### src/rtl/cam_pkg.sv
// Shared types and default geometry for the OV7670 capture front end.
`timescale 1ns/1ps
package cam_pkg;

  localparam int unsigned H_ACTIVE_DEF = 640;
  localparam int unsigned V_ACTIVE_DEF = 480;

  typedef enum logic [1:0] {
    IDLE,
    WAIT_VS,
    SKIP,
    ACTIVE
  } cam_state_t;

  typedef struct packed {
    logic [4:0] r;
    logic [5:0] g;
    logic [4:0] b;
  } rgb565_t;

endpackage

### src/rtl/cam_capture_if.sv
// Camera pin bundle plus the reassembled pixel stream of cam_capture.
`timescale 1ns/1ps
interface cam_capture_if #(
  parameter int unsigned XW = 10,
  parameter int unsigned YW = 9
);
  import cam_pkg::*;

  logic          capture_en_i;
  logic          cam_pclk;
  logic          cam_vsync;
  logic          cam_href;
  logic [7:0]    cam_data;
  logic          pixel_valid_o;
  rgb565_t       pixel_data_o;
  logic [XW-1:0] pixel_x_o;
  logic [YW-1:0] pixel_y_o;
  logic          sof_o;
  logic          eol_o;
  logic          frame_done_o;
  logic          line_err_o;
  logic          frame_err_o;
  logic          busy_o;

  modport master (
    input  capture_en_i, cam_pclk, cam_vsync, cam_href, cam_data,
    output pixel_valid_o, pixel_data_o, pixel_x_o, pixel_y_o, sof_o, eol_o,
           frame_done_o, line_err_o, frame_err_o, busy_o
  );

  modport slave (
    output capture_en_i, cam_pclk, cam_vsync, cam_href, cam_data,
    input  pixel_valid_o, pixel_data_o, pixel_x_o, pixel_y_o, sof_o, eol_o,
           frame_done_o, line_err_o, frame_err_o, busy_o
  );

endinterface

### src/rtl/cam_sync_edge.sv
// 2-FF synchroniser with a third history flop for rise/fall detection.
`timescale 1ns/1ps
module cam_sync_edge #(
  parameter int unsigned W = 1
) (
  input  logic         clk,
  input  logic         rst_n,
  input  logic [W-1:0] d,
  output logic [W-1:0] sync,
  output logic [W-1:0] rise,
  output logic [W-1:0] fall
);

  logic [W-1:0] meta;
  logic [W-1:0] stage;
  logic [W-1:0] prev;

  always_ff @(posedge clk or negedge rst_n) begin
    if (!rst_n) begin
      meta  <= '0;
      stage <= '0;
      prev  <= '0;
    end else begin
      meta  <= d;
      stage <= meta;
      prev  <= stage;
    end
  end

  assign sync = stage;
  assign rise = stage & ~prev;
  assign fall = ~stage & prev;

endmodule

### src/rtl/cam_capture.sv
// OV7670 byte-pair capture: oversampled pins -> RGB565 pixel stream with coordinates.
`timescale 1ns/1ps
module cam_capture
  import cam_pkg::*;
#(
  parameter int unsigned H_ACTIVE   = H_ACTIVE_DEF,
  parameter int unsigned V_ACTIVE   = V_ACTIVE_DEF,
  parameter int unsigned FRAME_SKIP = 2,
  parameter int unsigned XW         = 10,
  parameter int unsigned YW         = 9
) (
  input  logic          clk_i,
  input  logic          rst_ni,
  cam_capture_if.master bus
);

  localparam logic [XW:0] X_END  = (XW+1)'(H_ACTIVE);
  localparam logic [XW:0] X_LAST = (XW+1)'(H_ACTIVE - 1);
  localparam logic [YW:0] Y_END  = (YW+1)'(V_ACTIVE);
  localparam logic [7:0]  SKIP_N = 8'(FRAME_SKIP);

  logic rst_meta, rst_n;

  always_ff @(posedge clk_i or negedge rst_ni) begin
    if (!rst_ni) {rst_meta, rst_n} <= '0;
    else         {rst_meta, rst_n} <= {1'b1, rst_meta};
  end

  logic [2:0] ctl_sync, ctl_rise, ctl_fall;
  logic [7:0] data_sync, data_rise, data_fall;
  logic       unused_bits;

  cam_sync_edge #(.W(3)) u_ctl_sync (
    .clk(clk_i), .rst_n(rst_n), .d({bus.cam_pclk, bus.cam_vsync, bus.cam_href}),
    .sync(ctl_sync), .rise(ctl_rise), .fall(ctl_fall)
  );

  cam_sync_edge #(.W(8)) u_data_sync (
    .clk(clk_i), .rst_n(rst_n), .d(bus.cam_data),
    .sync(data_sync), .rise(data_rise), .fall(data_fall)
  );

  assign unused_bits = ^{ctl_sync[2:1], ctl_rise[0], ctl_fall[2], data_rise, data_fall};

  logic pclk_rise, vs_rise, vs_fall, href_fall, href_s;
  assign pclk_rise = ctl_rise[2];
  assign vs_rise   = ctl_rise[1];
  assign vs_fall   = ctl_fall[1];
  assign href_fall = ctl_fall[0];
  assign href_s    = ctl_sync[0];

  logic en, en_prev, en_rise;
  assign en      = bus.capture_en_i;
  assign en_rise = en & ~en_prev;

  cam_state_t state, state_nx;
  logic       primed;
  logic [7:0] skip_cnt;

  always_ff @(posedge clk_i or negedge rst_n) begin
    if (!rst_n) state <= IDLE;
    else        state <= state_nx;
  end

  // The skip window only applies to the first frames after enable; later frames go straight to ACTIVE.
  always_comb begin
    state_nx = state;
    unique case (state)
      IDLE:    if (en) state_nx = WAIT_VS;
      WAIT_VS: begin
        if (!en)         state_nx = IDLE;
        else if (vs_fall) state_nx = (FRAME_SKIP > 0 && !primed) ? SKIP : ACTIVE;
      end
      SKIP: begin
        if (!en) state_nx = IDLE;
        else if (vs_fall && (skip_cnt + 8'd1) == SKIP_N) state_nx = ACTIVE;
      end
      ACTIVE:  if (vs_rise) state_nx = en ? WAIT_VS : IDLE;
      default: state_nx = IDLE;
    endcase
  end

  always_ff @(posedge clk_i or negedge rst_n) begin
    if (!rst_n) begin
      primed   <= 1'b0;
      skip_cnt <= '0;
      en_prev  <= 1'b0;
    end else begin
      en_prev <= en;
      if (state == IDLE)           primed <= 1'b0;
      else if (state_nx == ACTIVE) primed <= 1'b1;
      if (state != SKIP)           skip_cnt <= '0;
      else if (vs_fall)            skip_cnt <= skip_cnt + 8'd1;
    end
  end

  logic [XW:0]   x_cnt;
  logic [YW:0]   y_cnt, y_upd;
  logic          phase, line_adv, sample;
  logic [7:0]    hi_byte;
  logic          valid_q, sof_q, eol_q, done_q, lerr_q, ferr_q;
  rgb565_t       data_q;
  logic [XW-1:0] px_q;
  logic [YW-1:0] py_q;

  // y as seen after this cycle's href rule, so a coincident vsync rise checks the advanced count.
  always_comb begin
    line_adv = href_fall && (x_cnt != '0) && (y_cnt != Y_END);
    y_upd    = y_cnt + (YW+1)'(line_adv);
    sample   = (state == ACTIVE) && pclk_rise && href_s;
  end

  always_ff @(posedge clk_i or negedge rst_n) begin
    if (!rst_n) begin
      x_cnt <= '0; y_cnt <= '0; phase <= 1'b0; hi_byte <= '0;
      valid_q <= 1'b0; sof_q <= 1'b0; eol_q <= 1'b0; done_q <= 1'b0;
      lerr_q <= 1'b0; ferr_q <= 1'b0; data_q <= '0; px_q <= '0; py_q <= '0;
    end else begin
      valid_q <= 1'b0;
      sof_q   <= 1'b0;
      eol_q   <= 1'b0;
      done_q  <= 1'b0;
      if (en_rise) begin
        lerr_q <= 1'b0;
        ferr_q <= 1'b0;
      end
      if (state != ACTIVE) begin
        x_cnt <= '0;
        y_cnt <= '0;
        phase <= 1'b0;
      end else begin
        if (sample) begin
          if (x_cnt == X_END) begin
            lerr_q <= 1'b1;
          end else if (y_cnt != Y_END) begin
            if (!phase) begin
              hi_byte <= data_sync;
              phase   <= 1'b1;
            end else begin
              valid_q <= 1'b1;
              data_q  <= rgb565_t'({hi_byte, data_sync});
              px_q    <= x_cnt[XW-1:0];
              py_q    <= y_cnt[YW-1:0];
              sof_q   <= (x_cnt == '0) && (y_cnt == '0);
              eol_q   <= (x_cnt == X_LAST);
              x_cnt   <= x_cnt + (XW+1)'(1);
              phase   <= 1'b0;
            end
          end
        end
        if (href_fall) begin
          if (x_cnt != X_END || phase) lerr_q <= 1'b1;
          x_cnt <= '0;
          phase <= 1'b0;
          y_cnt <= y_upd;
        end
        if (vs_rise) begin
          if (y_upd == Y_END) done_q <= 1'b1;
          else                ferr_q <= 1'b1;
          x_cnt <= '0;
          y_cnt <= '0;
          phase <= 1'b0;
        end
      end
    end
  end

  assign bus.pixel_valid_o = valid_q;
  assign bus.pixel_data_o  = data_q;
  assign bus.pixel_x_o     = px_q;
  assign bus.pixel_y_o     = py_q;
  assign bus.sof_o         = sof_q;
  assign bus.eol_o         = eol_q;
  assign bus.frame_done_o  = done_q;
  assign bus.line_err_o    = lerr_q;
  assign bus.frame_err_o   = ferr_q;
  assign bus.busy_o        = (state != IDLE);

endmodule
### src/flat_wrapper.sv
// flat-port wrapper written by rule: the top's interface ports become plain ports
module cam_capture_flat import cam_pkg::*;
#(
  parameter int unsigned H_ACTIVE   = H_ACTIVE_DEF,
  parameter int unsigned V_ACTIVE   = V_ACTIVE_DEF,
  parameter int unsigned FRAME_SKIP = 2,
  parameter int unsigned XW         = 10,
  parameter int unsigned YW         = 9
)
  (clk_i, rst_ni, bus_capture_en_i, bus_cam_pclk, bus_cam_vsync, bus_cam_href, bus_cam_data, bus_pixel_valid_o, bus_pixel_data_o, bus_pixel_x_o, bus_pixel_y_o, bus_sof_o, bus_eol_o, bus_frame_done_o, bus_line_err_o, bus_frame_err_o, bus_busy_o);
  cam_capture_if #(.XW(XW), .YW(YW)) bus_i ();
  input  logic clk_i;
  input  logic rst_ni;
  input wire logic [$bits(bus_i.capture_en_i)-1:0] bus_capture_en_i;
  input wire logic [$bits(bus_i.cam_pclk)-1:0] bus_cam_pclk;
  input wire logic [$bits(bus_i.cam_vsync)-1:0] bus_cam_vsync;
  input wire logic [$bits(bus_i.cam_href)-1:0] bus_cam_href;
  input wire logic [$bits(bus_i.cam_data)-1:0] bus_cam_data;
  output wire logic [$bits(bus_i.pixel_valid_o)-1:0] bus_pixel_valid_o;
  output wire logic [$bits(bus_i.pixel_data_o)-1:0] bus_pixel_data_o;
  output wire logic [$bits(bus_i.pixel_x_o)-1:0] bus_pixel_x_o;
  output wire logic [$bits(bus_i.pixel_y_o)-1:0] bus_pixel_y_o;
  output wire logic [$bits(bus_i.sof_o)-1:0] bus_sof_o;
  output wire logic [$bits(bus_i.eol_o)-1:0] bus_eol_o;
  output wire logic [$bits(bus_i.frame_done_o)-1:0] bus_frame_done_o;
  output wire logic [$bits(bus_i.line_err_o)-1:0] bus_line_err_o;
  output wire logic [$bits(bus_i.frame_err_o)-1:0] bus_frame_err_o;
  output wire logic [$bits(bus_i.busy_o)-1:0] bus_busy_o;
  assign bus_i.capture_en_i = bus_capture_en_i;
  assign bus_i.cam_pclk = bus_cam_pclk;
  assign bus_i.cam_vsync = bus_cam_vsync;
  assign bus_i.cam_href = bus_cam_href;
  assign bus_i.cam_data = bus_cam_data;
  assign bus_pixel_valid_o = bus_i.pixel_valid_o;
  assign bus_pixel_data_o = bus_i.pixel_data_o;
  assign bus_pixel_x_o = bus_i.pixel_x_o;
  assign bus_pixel_y_o = bus_i.pixel_y_o;
  assign bus_sof_o = bus_i.sof_o;
  assign bus_eol_o = bus_i.eol_o;
  assign bus_frame_done_o = bus_i.frame_done_o;
  assign bus_line_err_o = bus_i.line_err_o;
  assign bus_frame_err_o = bus_i.frame_err_o;
  assign bus_busy_o = bus_i.busy_o;
  cam_capture #(.H_ACTIVE(H_ACTIVE), .V_ACTIVE(V_ACTIVE), .FRAME_SKIP(FRAME_SKIP), .XW(XW), .YW(YW)) u_core (.clk_i(clk_i), .rst_ni(rst_ni), .bus(bus_i));
endmodule
### config.mk
export PLATFORM = sky130hd
export DESIGN_NAME = cam_capture_flat
export DESIGN_NICKNAME = d
export VERILOG_FILES = /design/src/rtl/cam_pkg.sv /design/src/rtl/cam_capture_if.sv /design/src/rtl/cam_sync_edge.sv /design/src/rtl/cam_capture.sv /design/src/flat_wrapper.sv
export SDC_FILE = /design/constraint.sdc
export NUM_CORES = 1
export LEC_CHECK = 0
export ABC_AREA = 0
export ABC_CLOCK_PERIOD_IN_PS = 3880
export CORE_UTILIZATION = 50
export CTS_BUF_LIST = sky130_fd_sc_hd__clkbuf_16
export DETAILED_ROUTE_END_ITERATION = 10
export PLACE_DENSITY_LB_ADDON = 0.12
export SYNTH_ARGS = -nofsm -noshare
export SYNTH_HDL_FRONTEND = slang
export SYNTH_SLANG_ARGS = --single-unit
export TNS_END_PERCENT = 10
### constraint.sdc
create_clock -name clk_i -period 3.88 [get_ports clk_i]
set_input_delay 0.97 -clock clk_i [delete_from_list [all_inputs] [get_ports clk_i]]
set_output_delay 0.97 -clock clk_i [all_outputs]
set_load 0.01 [all_outputs]
* After elaboration in Yosys (flattened, before gate mapping)
Cells that the tools add are included.
Cells by class: bitwise gates (word level) 9, $add $sub $neg 3, reduce and logical (&&, ||, !) cells 22, equal/unequal tests 13, mux-type cells 58
Operator list (count):
- 2-to-1 mux 11 bit | 7
- 2-to-1 mux 1 bit | 39
- 2-to-1 mux 10 bit | 3
- equality test 11 x 10 -> 1 bit (second input constant) | 2
- 2-to-1 mux 8 bit | 2
- 2-to-1 mux 2 bit | 6
- nonzero test 4 bit | 3
- adder 11 x 1 -> 11 bit (second input constant) | 1
- logical NOT 11 bit | 1
- inequality test 11 x 10 -> 1 bit (second input constant) | 1
- nonzero test 11 bit | 1
- adder 10 x 1 -> 10 bit | 1
- equality test 10 x 9 -> 1 bit (second input constant) | 1
- logical NOT 10 bit | 1
- inequality test 10 x 9 -> 1 bit (second input constant) | 1
- AND reduction 5 bit | 2
- adder 8 x 1 -> 8 bit (second input constant) | 1
- equality test 8 x 2 -> 1 bit (second input constant) | 1
- one-hot mux 2 bit (4 select lines) | 1
- equality test 2 bit (second input constant) | 3
- logical AND 1 bit | 6
- nonzero test 2 bit | 3
- inequality test 2 bit (second input constant) | 2
- inequality test 4 x 1 -> 1 bit (second input constant) | 1
- 12 further kinds | 15
Word-level totals: bits of input ports 14, register bits after elaboration 110, output and inout bits 42

* Depth between registers and ports, before layout
Gate-level depths: netlist of run 1.
depth in word-level cells 9, mapped depth 12, mapped depth without buffers 12

* Cells and area by module
From an unflattened synthesis of run 1, not the netlist that was laid out.
Unflattened totals: cells, all modules 390, area total of the unflattened synthesis 5034.8 sq um
Modules (own cells, without submodules):
- cam_capture | times used 1, cells each 335, area each 4016.4 sq um
- cam_sync_edge at u_core.u_data_sync | times used 1, cells each 40, area each 740.7 sq um
- cam_sync_edge at u_core.u_ctl_sync | times used 1, cells each 15, area each 277.8 sq um

* Worst setup path after synthesis of run 1
Ideal clock, no wire load.
path type flip-flop to flip-flop, start register u_core.y_cnt[2], end register u_core.ferr_q (netlist: u_core.bus.frame_err_o), data required time 3.749 ns, library setup time 0.131 ns, path slack 0.711 ns, stages on the path, launching flop included 13, period minus slack after synthesis 3.169 ns, arrival time 3.038 ns, cells stage by stage dfrtp_1 > buf_6 > or4_4 > or4_1 > buf_2 > and3_1 > ha_1 > ha_1 > nand4b_1 > nor4_1 > nor3_1 > nor4_1 > o21ai_0
Between the ends: longest elaborated chain between the ends 7
Ends and longest elaborated chain:
- start, declared | RTL line cam_capture.sv:98 | logic [YW:0] y_cnt, y_upd;
- start signal, assigned | RTL line cam_capture.sv:155 | y_cnt <= y_upd;
- inequality test 10 x 9 -> 1 bit | RTL line cam_capture.sv:108 | line_adv = href_fall && (x_cnt != '0) && (y_cnt != Y_END);
- logical AND 1 bit | RTL line cam_capture.sv:108
- adder 10 x 1 -> 10 bit (*) | RTL line cam_capture.sv:109 | y_upd = y_cnt + (YW+1)'(line_adv);
- equality test 10 x 9 -> 1 bit (*) | RTL line cam_capture.sv:158 | if (y_upd == Y_END) done_q <= 1'b1;
- 2-to-1 mux 1 bit (*) | RTL line cam_capture.sv:158
- 2-to-1 mux 1 bit (*) | RTL line cam_capture.sv:157 | if (vs_rise) begin
- 2-to-1 mux 1 bit (*) | RTL line cam_capture.sv:127 | if (state != ACTIVE) begin
- end signal, assigned | RTL line cam_capture.sv:117 | lerr_q <= 1'b0; ferr_q <= 1'b0; data_q <= '0; px_q <= '0; py_q <= '0;
- end signal, assigned | RTL line cam_capture.sv:125 | ferr_q <= 1'b0;
- end signal, assigned | RTL line cam_capture.sv:159 | else ferr_q <= 1'b1;
- end, declared | RTL line cam_capture.sv:101 | logic valid_q, sof_q, eol_q, done_q, lerr_q, ferr_q;
Mark *: on every way between the ends. The rest lies on a longest branch, timed or not. A chain may end at the register's enable or synchronous reset.

* Worst setup path in the final report of run 1
start register u_core.y_cnt[4], end register u_core.done_q (netlist: u_core.bus.frame_done_o)
Between the ends: longest elaborated chain between the ends 7
Ends and longest elaborated chain:
- inequality test 10 x 9 -> 1 bit | RTL line cam_capture.sv:108
- logical AND 1 bit | RTL line cam_capture.sv:108
- adder 10 x 1 -> 10 bit (*) | RTL line cam_capture.sv:109
- equality test 10 x 9 -> 1 bit (*) | RTL line cam_capture.sv:158
- 2-to-1 mux 1 bit (*) | RTL line cam_capture.sv:158
- 2-to-1 mux 1 bit (*) | RTL line cam_capture.sv:157
- 2-to-1 mux 1 bit (*) | RTL line cam_capture.sv:127
- end signal, assigned | RTL line cam_capture.sv:116 | valid_q <= 1'b0; sof_q <= 1'b0; eol_q <= 1'b0; done_q <= 1'b0;
- end signal, assigned | RTL line cam_capture.sv:122 | done_q <= 1'b0;
- end signal, assigned | RTL line cam_capture.sv:158
- end, declared | RTL line cam_capture.sv:101
Marked as above.

==> results by group, run 1 <==
Status
  – Status: finished with violations
  – Failing checks: design-rule violations

Setup path
  – WP data arrival: about 3800 ps
  – Worst path bufs/invs: 0
  – Critical Path Source: u_core.y_cnt[4]
  – CP Capture Type: flop
  – RR Startpoint: u_core.y_cnt[4]
  – Crit path max-delay family: simple AND/OR/NAND/NOR gates
  – CP Max Fanout: 11
  – Worst setup SP type: flop
  – Crit Path Category: flop to flop
  – Crit-path cells: or4_4 -> or4_1 -> and3_1 -> ha_1 -> ha_1 -> nand4b_1 -> nor4_1 -> nor3_1 -> nor4_1 -> nor2b_1
  – CP required: about 4200 ps
  – Slowest stage cell on the critical path: or4_4
  – Delay of the slowest critical-path stage: between 500 and 600 ps

Power and ir drop
  – Pleak: ~2.4 nW
  – Pwr per Cell Area: between 400 and 500 nW/um2
  – VDD IR-drop max: about 290 uV

Timing
  – RSZ-0062 raised after global routing: false
  – Hold Fails Final Rpt: 0
  – Final period util: between 80% and 90%
  – Final Max Slew Viols: 0
  – Worst slew pin tran: 1098 ps
  – Total Neg Setup Slack: 0 ps
  – Final min period: about 3500 ps
  – Maximum clock rate: between 200 and 300 MHz
  – WHS: roughly 350 ps
  – Slew HR: between 20% and 30%
  – # setup viols final: 0
  – Clk_skew: 11.95 ps

Global route
  – Vias in the first global route: ~3000
  – First-pass GRT wire length: roughly 15 mm
  – Total global routing overflow: 0
  – Initial antenna violation count: 0
  – Total global-route track usage: about 19%
  – Pin count of the biggest net entering global routing: 89

Floorplan
  – Num rows: 34
  – Die area: 9574 um2
  – Top Ports: 56
  – Core area: 8806 um2
  – Chip Height: around 98 um
  – Initial Utilization: 52.16%
  – Die Width: roughly 98 um

CTS
  – Post-CTS resize count: 0
  – Worst-Skew Late Latency: 350 ps
  – Root buf cell: clkbuf_16
  – Clock slew at reported path FFs: 80 ps
  – Clock Tree Buf Depth: 2
  – Post-CTS Setup Repair Bufs: 0
  – Hold_buf cts: 0
  – Num CTS Buffers: 9
  – CTS H-tree depth: 3
  – CTS tree: built
  – TritonCTS Sinks: 110

Yosys
  – Yosys warning total: 0
  – Number of synthesized flops with an enable pin: 0
  – Post-synthesis cell type count: roughly 50
  – Synth async-reset ratio: 100.0%
  – Synthesized flop and latch total: 110
  – Main synth FF type: dfrtp_1
  – Post-Syn Nets: around 400
  – Sequential share of the synthesized area: around three fifths
  – Avg Inst Size Synth: 11.96 um2
  – Cell count after synthesis: approximately 380
  – Post-Synthesis Cell Area: approximately 4600 um2

Placed design
  – Placed Cells incl. Taps: 534
  – Port Buffer Count: 55
  – Final Wtd Congestion: approximately 0.89
  – Final HPWL DP: ~5.5 mm

Detailed routing
  – Routed len/inst: approximately 15 um
  – Total Wirelength: 8.350 mm
  – Drt first pass iters: 8
  – Routed vias: ~3000
  – Initial drt markers: around 150
  – Final ANT Viol Nets: 0
  – Vias per cell: ~5.4
  – Drc violations: 12

Finish
  – Commonest cells after routing, fill and taps aside: dfrtp_1 (109), clkdlybuf4s50_1 (55), nor2_1 (34), nand2_1 (30), mux2_1 (25)
  – # fillers: 686
  – Fraction of layout cells with a size suffix above 1: under 10%
  – # nets final: between 400 and 500
  – Most common cell after layout, fill and taps aside: dfrtp_1
  – Area growth from synthesis to layout: 19.94%
  – Final std cells w/o fill: between 500 and 600
  – Diode count: 0

Hold path
  – HP Class: flop to flop
  – Hold Crit Start: u_core.u_data_sync.meta[7]

Run
  – Max cap viols: 0
-- area by class of cell --
class                   instances  area (um2)  share of cell area (%)
flip-flops and latches        110        2756                   50.03
multi-input cells             249        1710                   31.05
repair buffers                 58       573.1                   10.40
clock buffers                   9       225.2                   4.088
well taps                     108       135.1                   2.453
clock inverters                 7       75.07                   1.363
inverters                       9       33.78                  0.6132
-- cells in the mapped netlist, drive strengths merged (2+ instances only) --
| library cell | n | area (um2) |
|---|---|---|
| a21oi | 8 | 40.04 |
| or4 | 3 | 26.27 |
| clkbuf | 9 | 33.78 |
| nor3 | 6 | 35.03 |
| xnor2 | 11 | 96.34 |
| inv | 9 | 33.78 |
| nand3 | 12 | 60.06 |
| nor2b | 5 | 31.28 |
| dfrtp | 110 | 2753 |
| nand4 | 14 | 102.6 |
| ha | 6 | 75.07 |
| xor2 | 16 | 140.1 |
| mux2 | 38 | 427.9 |
| nand2b | 6 | 37.54 |
| o21ai | 15 | 75.07 |
| nor2 | 35 | 133.9 |
| and3 | 4 | 25.02 |
| nand2 | 30 | 112.6 |
| and2 | 2 | 12.51 |
| o31ai | 2 | 15.01 |
| nand4b | 4 | 35.03 |
| or3 | 8 | 50.05 |
| nor4 | 7 | 43.79 |
| buf | 7 | 62.55 |
-- per-layer routing --
metal / global-route usage (%) / wire, um
met4: 8.974 / 206
met3: 3.794 / 317
met2: 31.37 / 3988
met5: 0 / 0
met1: 24.93 / 3837
-- metrics by stage --
stage	area [um2]	utilization [%]	power (mW)	setup slack, ps
after floorplan	4593	-	1.407	588.8
after global placement	5209	59.15	1.478	637.1
after detailed placement	5209	59.15	1.489	538.5
after CTS	5509	62.56	2.405	432.2
after global routing	5509	62.56	2.476	252.6
final	5509	62.56	2.372	411.9
-- final timing paths --
kind	slack [ps]	endpoint	depth (start not counted)
max	410	u_core.bus.frame_done_o	10
min	350	u_core.u_data_sync.sync[7]	0
max reg2reg	410	u_core.bus.frame_done_o	10
min reg2reg	350	u_core.u_data_sync.sync[7]	0
max in group asynchronous	2430	u_core.bus.pixel_y_o[3]	1
min in group asynchronous	530	u_core.skip_cnt[4]	0
-- cells by family (layout without fill, tap and decap cells) --
logic type / Yosys count / after routing / synth area share [%]
other cells: 1 / 1 / 0.08164
fa+ha+maj: 6 / 6 / 1.634
buf+inv: 25 / 83 / 2.833
xor+xnor: 27 / 27 / 5.148
compound gates: 35 / 35 / 4.604
simple gates: 142 / 142 / 16.45
mux: 38 / 38 / 9.316
flops: 110 / 110 / 59.93
-- sequential cells by signal, indices dropped and copies added (netlist names), 2 cells and up --
name and flops:
u_core.bus.pixel_data_o 16, u_core.x_cnt 11, u_core.bus.pixel_x_o 10, u_core.y_cnt 10, u_core.bus.pixel_y_o 9, u_core.hi_byte 8, u_core.skip_cnt 8, u_core.u_data_sync.meta 8
u_core.u_data_sync.sync 8, u_core.u_ctl_sync.meta 3, u_core.u_ctl_sync.prev 3, u_core.u_ctl_sync.sync 3, u_core.state 2
-- power breakdown --
| group | internal [mW] | switching (mW) | total (mW) |
|---|---|---|---|
| Combinational | 0.0943 | 0.0858 | 0.180 |
| Clock | 0.460 | 0.449 | 0.908 |
| Sequential | 1.22 | 0.0651 | 1.28 |
| Total | 1.77 | 0.599 | 2.37 |
No activity file was read; power rests on OpenSTA's default activity.
==> run 2, diff against run 1 <==
--- a/config.mk
+++ b/config.mk
@@ -5,7 +5,7 @@
 export SDC_FILE = /design/constraint.sdc
 export NUM_CORES = 1
 export LEC_CHECK = 0
-export ABC_AREA = 0
+export ABC_AREA = 1
 export ABC_CLOCK_PERIOD_IN_PS = 3880
 export CORE_UTILIZATION = 50
 export CTS_BUF_LIST = sky130_fd_sc_hd__clkbuf_16
==> run 2 against run 1 <==
Compared with the run above: flip-flop and latch count did not move; setup slack improved by 750 ps; the run now ends clean; clock skew fell by 3.8 ps; non-clock buffer count did not move; design area rose by 4.8%; combinational power rose by 9%; power fell by 0.98%; synthesized cell count rose by 42%; first-iteration DRC count rose by 30%; count of clock-buffer cells in the layout did not move; global-route usage rose by 1.7 points.
==> results by group, run 2 <==
Yosys
  – Avg Inst Size Synth: 8.839 um2 (-26%)
  – Post-synth top area share: 57.04% (-2.9 points)
  – Synthesized flop and latch total: 110 (unchanged)
  – Mux cell area share after synthesis: 0% (-9.3 points)
  – Synth Area in Compound Gates: 9.489% (+4.9 points)
  – Number of synthesized flops with an enable pin: 0 (unchanged)
  – Most instantiated cells after synthesis: nand2_1 (160), dfrtp_1 (110), inv_1 (56)
  – Main synth FF type: dfrtp_1
  – Post-synthesis cell type count: 34 (-31%)
  – Yosys warning total: 0 (unchanged)
  – Most frequent cell after synthesis: nand2_1
  – Post-Syn Nets: 566 (+40%)
  – Post-Synthesis Cell Area: 4826 um2 (+5.1%)
  – Adder-Cell Fraction of Synth Area: 1.556% (-0.079 points)
  – Simple-Gate Fraction of Synth Area: 24.42% (+8.0 points)
  – Cell count after synthesis: 546 (+42%)
  – Largest area contributor in the netlist: dfrtp_1
  – Main combinational cell family by area after synthesis: simple AND/OR/NAND/NOR gates
  – Sequential share of the synthesized area: 57.04% (-2.9 points)
  – Post-synthesis xor/xnor area fraction: 0.1815% (-5.0 points)
  – Synth async-reset ratio: 100.0% (unchanged)
  – Largest cells by area after synthesis: dfrtp_1 (57%), nand2_1 (12%), inv_1 (4.4%)

Global route
  – Initial antenna violation count: 0 (unchanged)
  – Total global-route track usage: 20.96% (+1.7 points)
  – Total global routing overflow: 0 (unchanged)
  – Vias in the first global route: 3621 (+20%)
  – First-pass GRT wire length: 16.65 mm (+13%)
  – Pin count of the biggest net entering global routing: 50 (-44%)

Finish
  – # fillers: 810 (+18%)
  – # nets final: 621 (+36%)
  – Register area: 2756 um2 (unchanged)
  – Multi-input logic area: 1724 um2 (+0.80%)
  – Most common cell after layout, fill and taps aside: nand2_1
  – Fin area: 5774 um2 (+4.8%)
  – Diode count: 0 (unchanged)
  – Area growth from synthesis to layout: 19.65%
  – Commonest cells after routing, fill and taps aside: nand2_1 (160), dfrtp_1 (109), inv_1 (56), clkdlybuf4s50_1 (55), nand3_1 (39)
  – Fraction of layout cells with a size suffix above 1: 9.571% (+0.97 points)
  – Max reg flops: 16 (unchanged)

Timing
  – Slew HR: 59.70% (+33 points)
  – Hold Fails Final Rpt: 0 (unchanged)
  – RSZ-0062 raised after global routing: false
  – # setup viols final: 0 (unchanged)
  – Final min period: 2722 ps (-746.3 ps)
  – Total Neg Setup Slack: 0 ps (unchanged)
  – Worst slew pin tran: 604.4 ps (-493.8 ps)
  – Maximum clock rate: 367.4 MHz (+27%)
  – Clk_skew: 8.114 ps (-3.838 ps)
  – Final period util: 70.15% (-19 points)
  – Final Max Slew Viols: 0 (unchanged)
  – WHS: 272.5 ps (-78.62 ps)

Floorplan
  – Core area: 9284 um2 (+5.4%)
  – Chip Height: 100.2 um (+2.5%)
  – Die Width: 100.2 um (+2.5%)
  – Top Ports: 56 (unchanged)
  – Die area: 10050 um2 (+5.0%)
  – Initial Utilization: 51.98% (-0.18 points)
  – Num rows: 35 (+2.9%)

CTS
  – Clock Tree Buf Depth: 2 (unchanged)
  – Hold_buf cts: 0 (unchanged)
  – Post-CTS resize count: 0 (unchanged)
  – TritonCTS Sinks: 110 (unchanged)
  – CTS H-tree depth: 3 (unchanged)
  – Worst-Skew Late Latency: 350 ps (about the same)
  – CTS tree: built
  – Num CTS Buffers: 9 (unchanged)
  – Post-CTS Setup Repair Bufs: 0 (unchanged)
  – Clock slew at reported path FFs: 80 ps (about the same)
  – Root buf cell: clkbuf_16

Setup path
  – Top cell by count, worst path: nand2_1
  – CP required: 4120 ps (-40 ps)
  – CP Capture Type: flop
  – Worst setup SP type: flop
  – CP Max Fanout: 6 (-5)
  – Crit Path Category: flop to flop
  – Delay of the slowest critical-path stage: 440 ps (-130 ps)
  – WP data arrival: 2960 ps (-790 ps)
  – Crit-path cells: inv_1 -> ha_1 -> nand3_1 -> nor2_1 -> nand4_1 -> and3_1 -> ha_1 -> ha_1 -> nand2_1 -> nor2_1 -> nand3_1 -> nand2_1 -> nand2_1 -> nor2_1 -> nand3_1 -> nand2_1 -> nand2_1
  – Slowest stage cell on the critical path: dfrtp_1

Power and ir drop
  – Pleak: 2.669 nW (+11%)
  – Pwr per Cell Area: 406.7 nW/um2 (-5.5%)
  – VDD IR-drop max: 214.6 uV (-26%)

Run
  – Max cap viols: 0 (unchanged)

Hold path
  – HP Class: flop to asynchronous set/reset pin

Detailed routing
  – Vias per cell: 5.046 (-6.9%)
  – Total Wirelength: 9.713 mm (+16%)
  – Final ANT Viol Nets: 0 (unchanged)
  – Drc violations: 0 (-12)
  – Initial drt markers: 200 (+30%)
  – Routed len/inst: 13.21 um (-13%)
  – Drt first pass iters: 5 (-3)
  – Routed vias: 3709 (+24%)

Status
  – Status: finished, final reports clean

Placed design
  – Placed cell area: 5470 um2 (+5.0%)
  – Final Wtd Congestion: 0.8791 (-1.2%)
  – Final HPWL DP: 6.796 mm (+23%)
  – Port Buffer Count: 55 (unchanged)
[run 2: cell count changes in the layout (fill, tap and decap cells not counted), moves of 13 or more]
cell	previous run	this run
o21ai_0	15	32
o21ai_2	0	13
nand2_1	30	160
o21ai_1	0	13
mux2_1	25	0
nand3_1	12	39
inv_1	9	56
mux2_2	13	0
xor2_1	16	0
[run 2: area by class of cell]
type                    instances  share of cell area [%]
multi-input cells             354                   29.86
repair buffers                 58                   9.924
inverters                      68                   4.420
clock inverters                 7                   1.365
well taps                     129                   2.795
flip-flops and latches        110                   47.74
clock buffers                   9                   3.900
[run 2: final timing paths]
kind	startpoint	end	slack, ps	cells past startpoint
max in group asynchronous	u_core.rst_n	u_core.bus.pixel_y_o[6]	2640	1
min reg2reg	u_core.rst_n	u_core.u_data_sync.sync[5]	270	0
max reg2reg	u_core.x_cnt[0]	u_core.bus.frame_err_o	1160	17
min in group clk_i	u_core.u_data_sync.meta[3]	u_core.u_data_sync.sync[3]	350	0
max	u_core.x_cnt[0]	u_core.bus.frame_err_o	1160	17
min	u_core.rst_n	u_core.u_data_sync.sync[5]	270	0
[run 2: power breakdown]
| group | switching, mW | internal, mW | total, mW | leakage, nW |
|---|---|---|---|---|
| registers | 0.0364 | 1.20 | 1.23 | 1.46 |
| logic | 0.124 | 0.0732 | 0.197 | 1.06 |
| clock network | 0.458 | 0.458 | 0.917 | 0.142 |
[run 2: layer usage]
layer  GRT usage, %  wire, um  share of wire, %
met2          34.67      4571                47
met5              0         0                 0
met1          27.90      4601                47
met3          3.900       360               3.7
met4          7.135       178               1.8
[run 2: worst max-delay path, delay by kind of cell (launching register included)]
kind | cells | cell delay, ps
adders and majority gates | 3 | 700
buffers and inverters | 1 | 130
DFF | 1 | 440
and+or+nand+nor | 13 | 1340
[run 2: logic make-up after synthesis]
kind of cell               Yosys count
other                                1
buffers and inverters               82
DFF                                110
adders and majority gates            6
AOI/OAI and AO/OA                   75
xor gates and xnor gates             1
and+or+nand+nor                    271
[run 2: metrics by stage]
step                      total power, mW  setup WS [ps]  std cells  utilization [%]
after CTS                           2.374           1177        735            62.20
after global placement              1.452           1299        719            58.92
after detailed placement            1.456           1176        719            58.92
after floorplan                     1.385          588.8        546                -
after global routing                2.445          854.4        735            62.20
final                               2.348           1158        735            62.20
==> run 3, diff against run 2 <==
--- a/config.mk
+++ b/config.mk
@@ -6,7 +6,7 @@
 export NUM_CORES = 1
 export LEC_CHECK = 0
 export ABC_AREA = 1
-export ABC_CLOCK_PERIOD_IN_PS = 3880
+export ABC_CLOCK_PERIOD_IN_PS = 2500
 export CORE_UTILIZATION = 50
 export CTS_BUF_LIST = sky130_fd_sc_hd__clkbuf_16
 export DETAILED_ROUTE_END_ITERATION = 10
==> constraint.sdc (replaced) <==
create_clock -name clk_i -period 2.5 [get_ports clk_i]
set_input_delay 0.625 -clock clk_i [delete_from_list [all_inputs] [get_ports clk_i]]
set_output_delay 0.625 -clock clk_i [all_outputs]
set_load 0.01 [all_outputs]
==> run 3 against run 2 <==
Compared with the run above: maximum frequency is 17% higher; die area stayed put; combinational power up 59%; core utilization up 2.1 points; count of clock-buffer cells in the layout is the same; hold slack improved by 1.4 ps; first-iteration DRC count decreased by 12%; largest cell class unchanged; largest power group unchanged.
==> results by group, run 3 (synthesized netlist as in run 2, its figures left out) <==
Status
  – Status: finished, final reports clean

Setup path
  – Worst path bufs/invs: 1 (unchanged)
  – Crit-path cells: inv_2 -> ha_4 -> nand3_4 -> nor2_4 -> nand4_1 -> and3_1 -> ha_2 -> ha_4 -> nor2_4 -> nor2_2 -> nor2_1 -> nand3_1 -> nor2_1 -> nand3_1 -> nand2_1 -> nand2_1
  – RR Startpoint: u_core.x_cnt[1]
  – CP Max Fanout: 3 (-3)
  – CP required: 2730 ps (-1390 ps)
  – Slowest stage cell on the critical path: dfrtp_1
  – Crit Path Category: flop to flop
  – WP data arrival: 2550 ps (-410 ps)
  – Delay of the slowest critical-path stage: 410 ps (-30 ps)
  – R2r setup slk: 170 ps (-980 ps)
  – Crit path max-delay family: simple AND/OR/NAND/NOR gates
  – CP Capture Type: flop
  – Worst setup SP type: flop
  – Critical Path Source: u_core.x_cnt[1]

Detailed routing
  – Vias per cell: 5.061 (+0.30%)
  – Drc violations: 0 (unchanged)
  – Final ANT Viol Nets: 0 (unchanged)
  – Initial drt markers: 176 (-12%)
  – Total Wirelength: 9.888 mm (+1.8%)
  – Routed len/inst: 13.18 um (-0.23%)
  – Drt first pass iters: 4 (-1)
  – Routed vias: 3796 (+2.3%)

Global route
  – Total global routing overflow: 0 (unchanged)
  – Total global-route track usage: 21.51% (+0.55 points)
  – Initial antenna violation count: 0 (unchanged)
  – First-pass GRT wire length: 16.94 mm (+1.7%)
  – Pin count of the biggest net entering global routing: 47 (-6.0%)
  – Vias in the first global route: 3667 (+1.3%)

CTS
  – Root buf cell: clkbuf_16
  – Hold_buf cts: 0 (unchanged)
  – Clock Tree Buf Depth: 2 (unchanged)
  – CTS tree: built
  – TritonCTS Sinks: 110 (unchanged)
  – Num CTS Buffers: 9 (unchanged)
  – Worst-Skew Late Latency: 340 ps (about the same)
  – Clock slew at reported path FFs: 70 ps (about the same)
  – CTS H-tree depth: 3 (unchanged)

Placed design
  – Final HPWL DP: 6.855 mm (+0.86%)
  – Placed Cells incl. Taps: 728 (+1.3%)
  – Final Wtd Congestion: 0.8900 (+1.2%)
  – Port Buffer Count: 55 (unchanged)

Finish
  – Fraction of layout cells with a size suffix above 1: 13.85% (+4.3 points)
  – Most common cell after layout, fill and taps aside: nand2_1
  – Max reg flops: 16 (unchanged)
  – Diode count: 0 (unchanged)
  – # nets final: 636 (+2.4%)
  – Commonest cells after routing, fill and taps aside: nand2_1 (159), dfrtp_1 (109), clkdlybuf4s50_1 (55), inv_1 (53), nand3_1 (38)
  – Area growth from synthesis to layout: 23.65%
  – Final std cells w/o fill: 750 (+2.0%)
  – Final core utilization: 64.27% (+2.1 points)

Timing
  – Maximum clock rate: 430.0 MHz (+17%)
  – Final Max Slew Viols: 0 (unchanged)
  – Final period util: 93.02% (+23 points)
  – WHS: 273.9 ps (+1.420 ps)
  – Clk_skew: 10.65 ps (+2.539 ps)
  – # setup viols final: 0 (unchanged)
  – Final min period: 2325 ps (-396.5 ps)
  – Hold Fails Final Rpt: 0 (unchanged)
  – RSZ-0062 raised after global routing: true

Power and ir drop
  – Reg power frac: 53.2% (+0.6 points)
  – Power share of the combinational group: 8.7% (+0.3 points)
  – VDD IR-drop max: 410.3 uV (+91%)
  – Clk network pwr share: 38.1% (-0.9 points)
  – Pwr per Cell Area: 604.3 nW/um2 (+49%)
  – Switching pwr: 0.9284 mW (+50%)
  – Sw Ratio: 25.75% (-0.58 points)
  – Total power draw: 3.606 mW (+54%)
  – Int Pwr: 2.677 mW (+55%)
  – Pleak: 2.761 nW (+3.5%)

Floorplan
  – Top Ports: 56 (unchanged)
  – Chip Height: 100.2 um (unchanged)
  – Num rows: 35 (unchanged)
  – Die Width: 100.2 um (unchanged)
  – Core area: 9284 um2 (unchanged)
  – Initial Utilization: 51.98% (unchanged)
  – Die area: 10050 um2 (unchanged)

Hold path
  – HP Class: flop to asynchronous set/reset pin

Run
  – Max cap viols: 0 (unchanged)
==> run 3: cell types whose count changed in the layout (fill, tap and decap cells not counted), moves of 3 or more <==
cell    before  now
inv_2       12   15
buf_4        3   16
nor2_4       1    4
inv_1       56   53
nor2_1      37   32
ha_1         6    3
==> run 3: stage by stage <==
stage / setup slack, ps / instance area [um2] / setup TNS (ps)
2_1_floorplan: 190.9 / 4827 / 0
3_3_place_gp: 99.25 / 5563 / 0
3_5_place_dp: 31.66 / 5563 / 0
4_1_cts: 12.77 / 5854 / 0
5_1_grt: -46.48 / 5967 / -46.48
6_report: 174.6 / 5967 / 0
==> run 3: area by class of cell <==
cell class	count	area (um2)
clock inverters	7	63.81
flip-flops and latches	110	2756
inverters	68	255.2
multi-input cells	354	1794
well taps	129	161.4
fillers	787	3317
repair buffers	73	710.7
clock buffers	9	225.2
==> run 3: path summary, 6_finish.rpt <==
check,to,depth (start not counted)
worst min register to register,u_core.u_data_sync.meta[6],0
worst min-delay path,u_core.u_data_sync.meta[6],0
max in group asynchronous,u_core.hi_byte[2],1
min in group clk_i,u_core.u_data_sync.sync[3],0
worst max-delay path,u_core.bus.frame_err_o,16
worst max register to register,u_core.bus.frame_err_o,16
==> run 3: power groups by stage <==
stage / logic (mW) / registers (mW) / clock network, mW
floorplan: 0.189 / 1.96 / 0
global placement: 0.310 / 1.95 / 0
detailed placement: 0.316 / 1.96 / 0
CTS: 0.319 / 1.92 / 1.41
global route: 0.352 / 1.93 / 1.49
finish: 0.314 / 1.92 / 1.37
==> run 3: what timing repair did <==
action                     4_1_cts  5_1_grt
setup endpoints to repair        1        2
gates resized for setup          1       18
hold endpoints to repair         0        0
pin swaps                        0        9
buffers inserted                 0        6
==> run 3: worst register-to-register path: stages, from the launching register on <==
cell and delay, ps:
dfrtp_1 410, inv_2 90, ha_4 130, nand3_4 60, nor2_4 120, nand4_1 140
and3_1 220, ha_2 200, ha_4 180, nor2_4 110, nor2_2 50, nor2_1 100
nand3_1 90, nor2_1 110, nand3_1 90, nand2_1 80, nand2_1 50
==> run 3: routing by layer <==
layer  GRT usage [%]  wire length (um)  up-vias
met3           4.457               387        8
met2           34.77              4908       84
li1                -                 -     1896
met1           29.09              4504     1808
met4           7.135                88        0
met5               0                 0        -
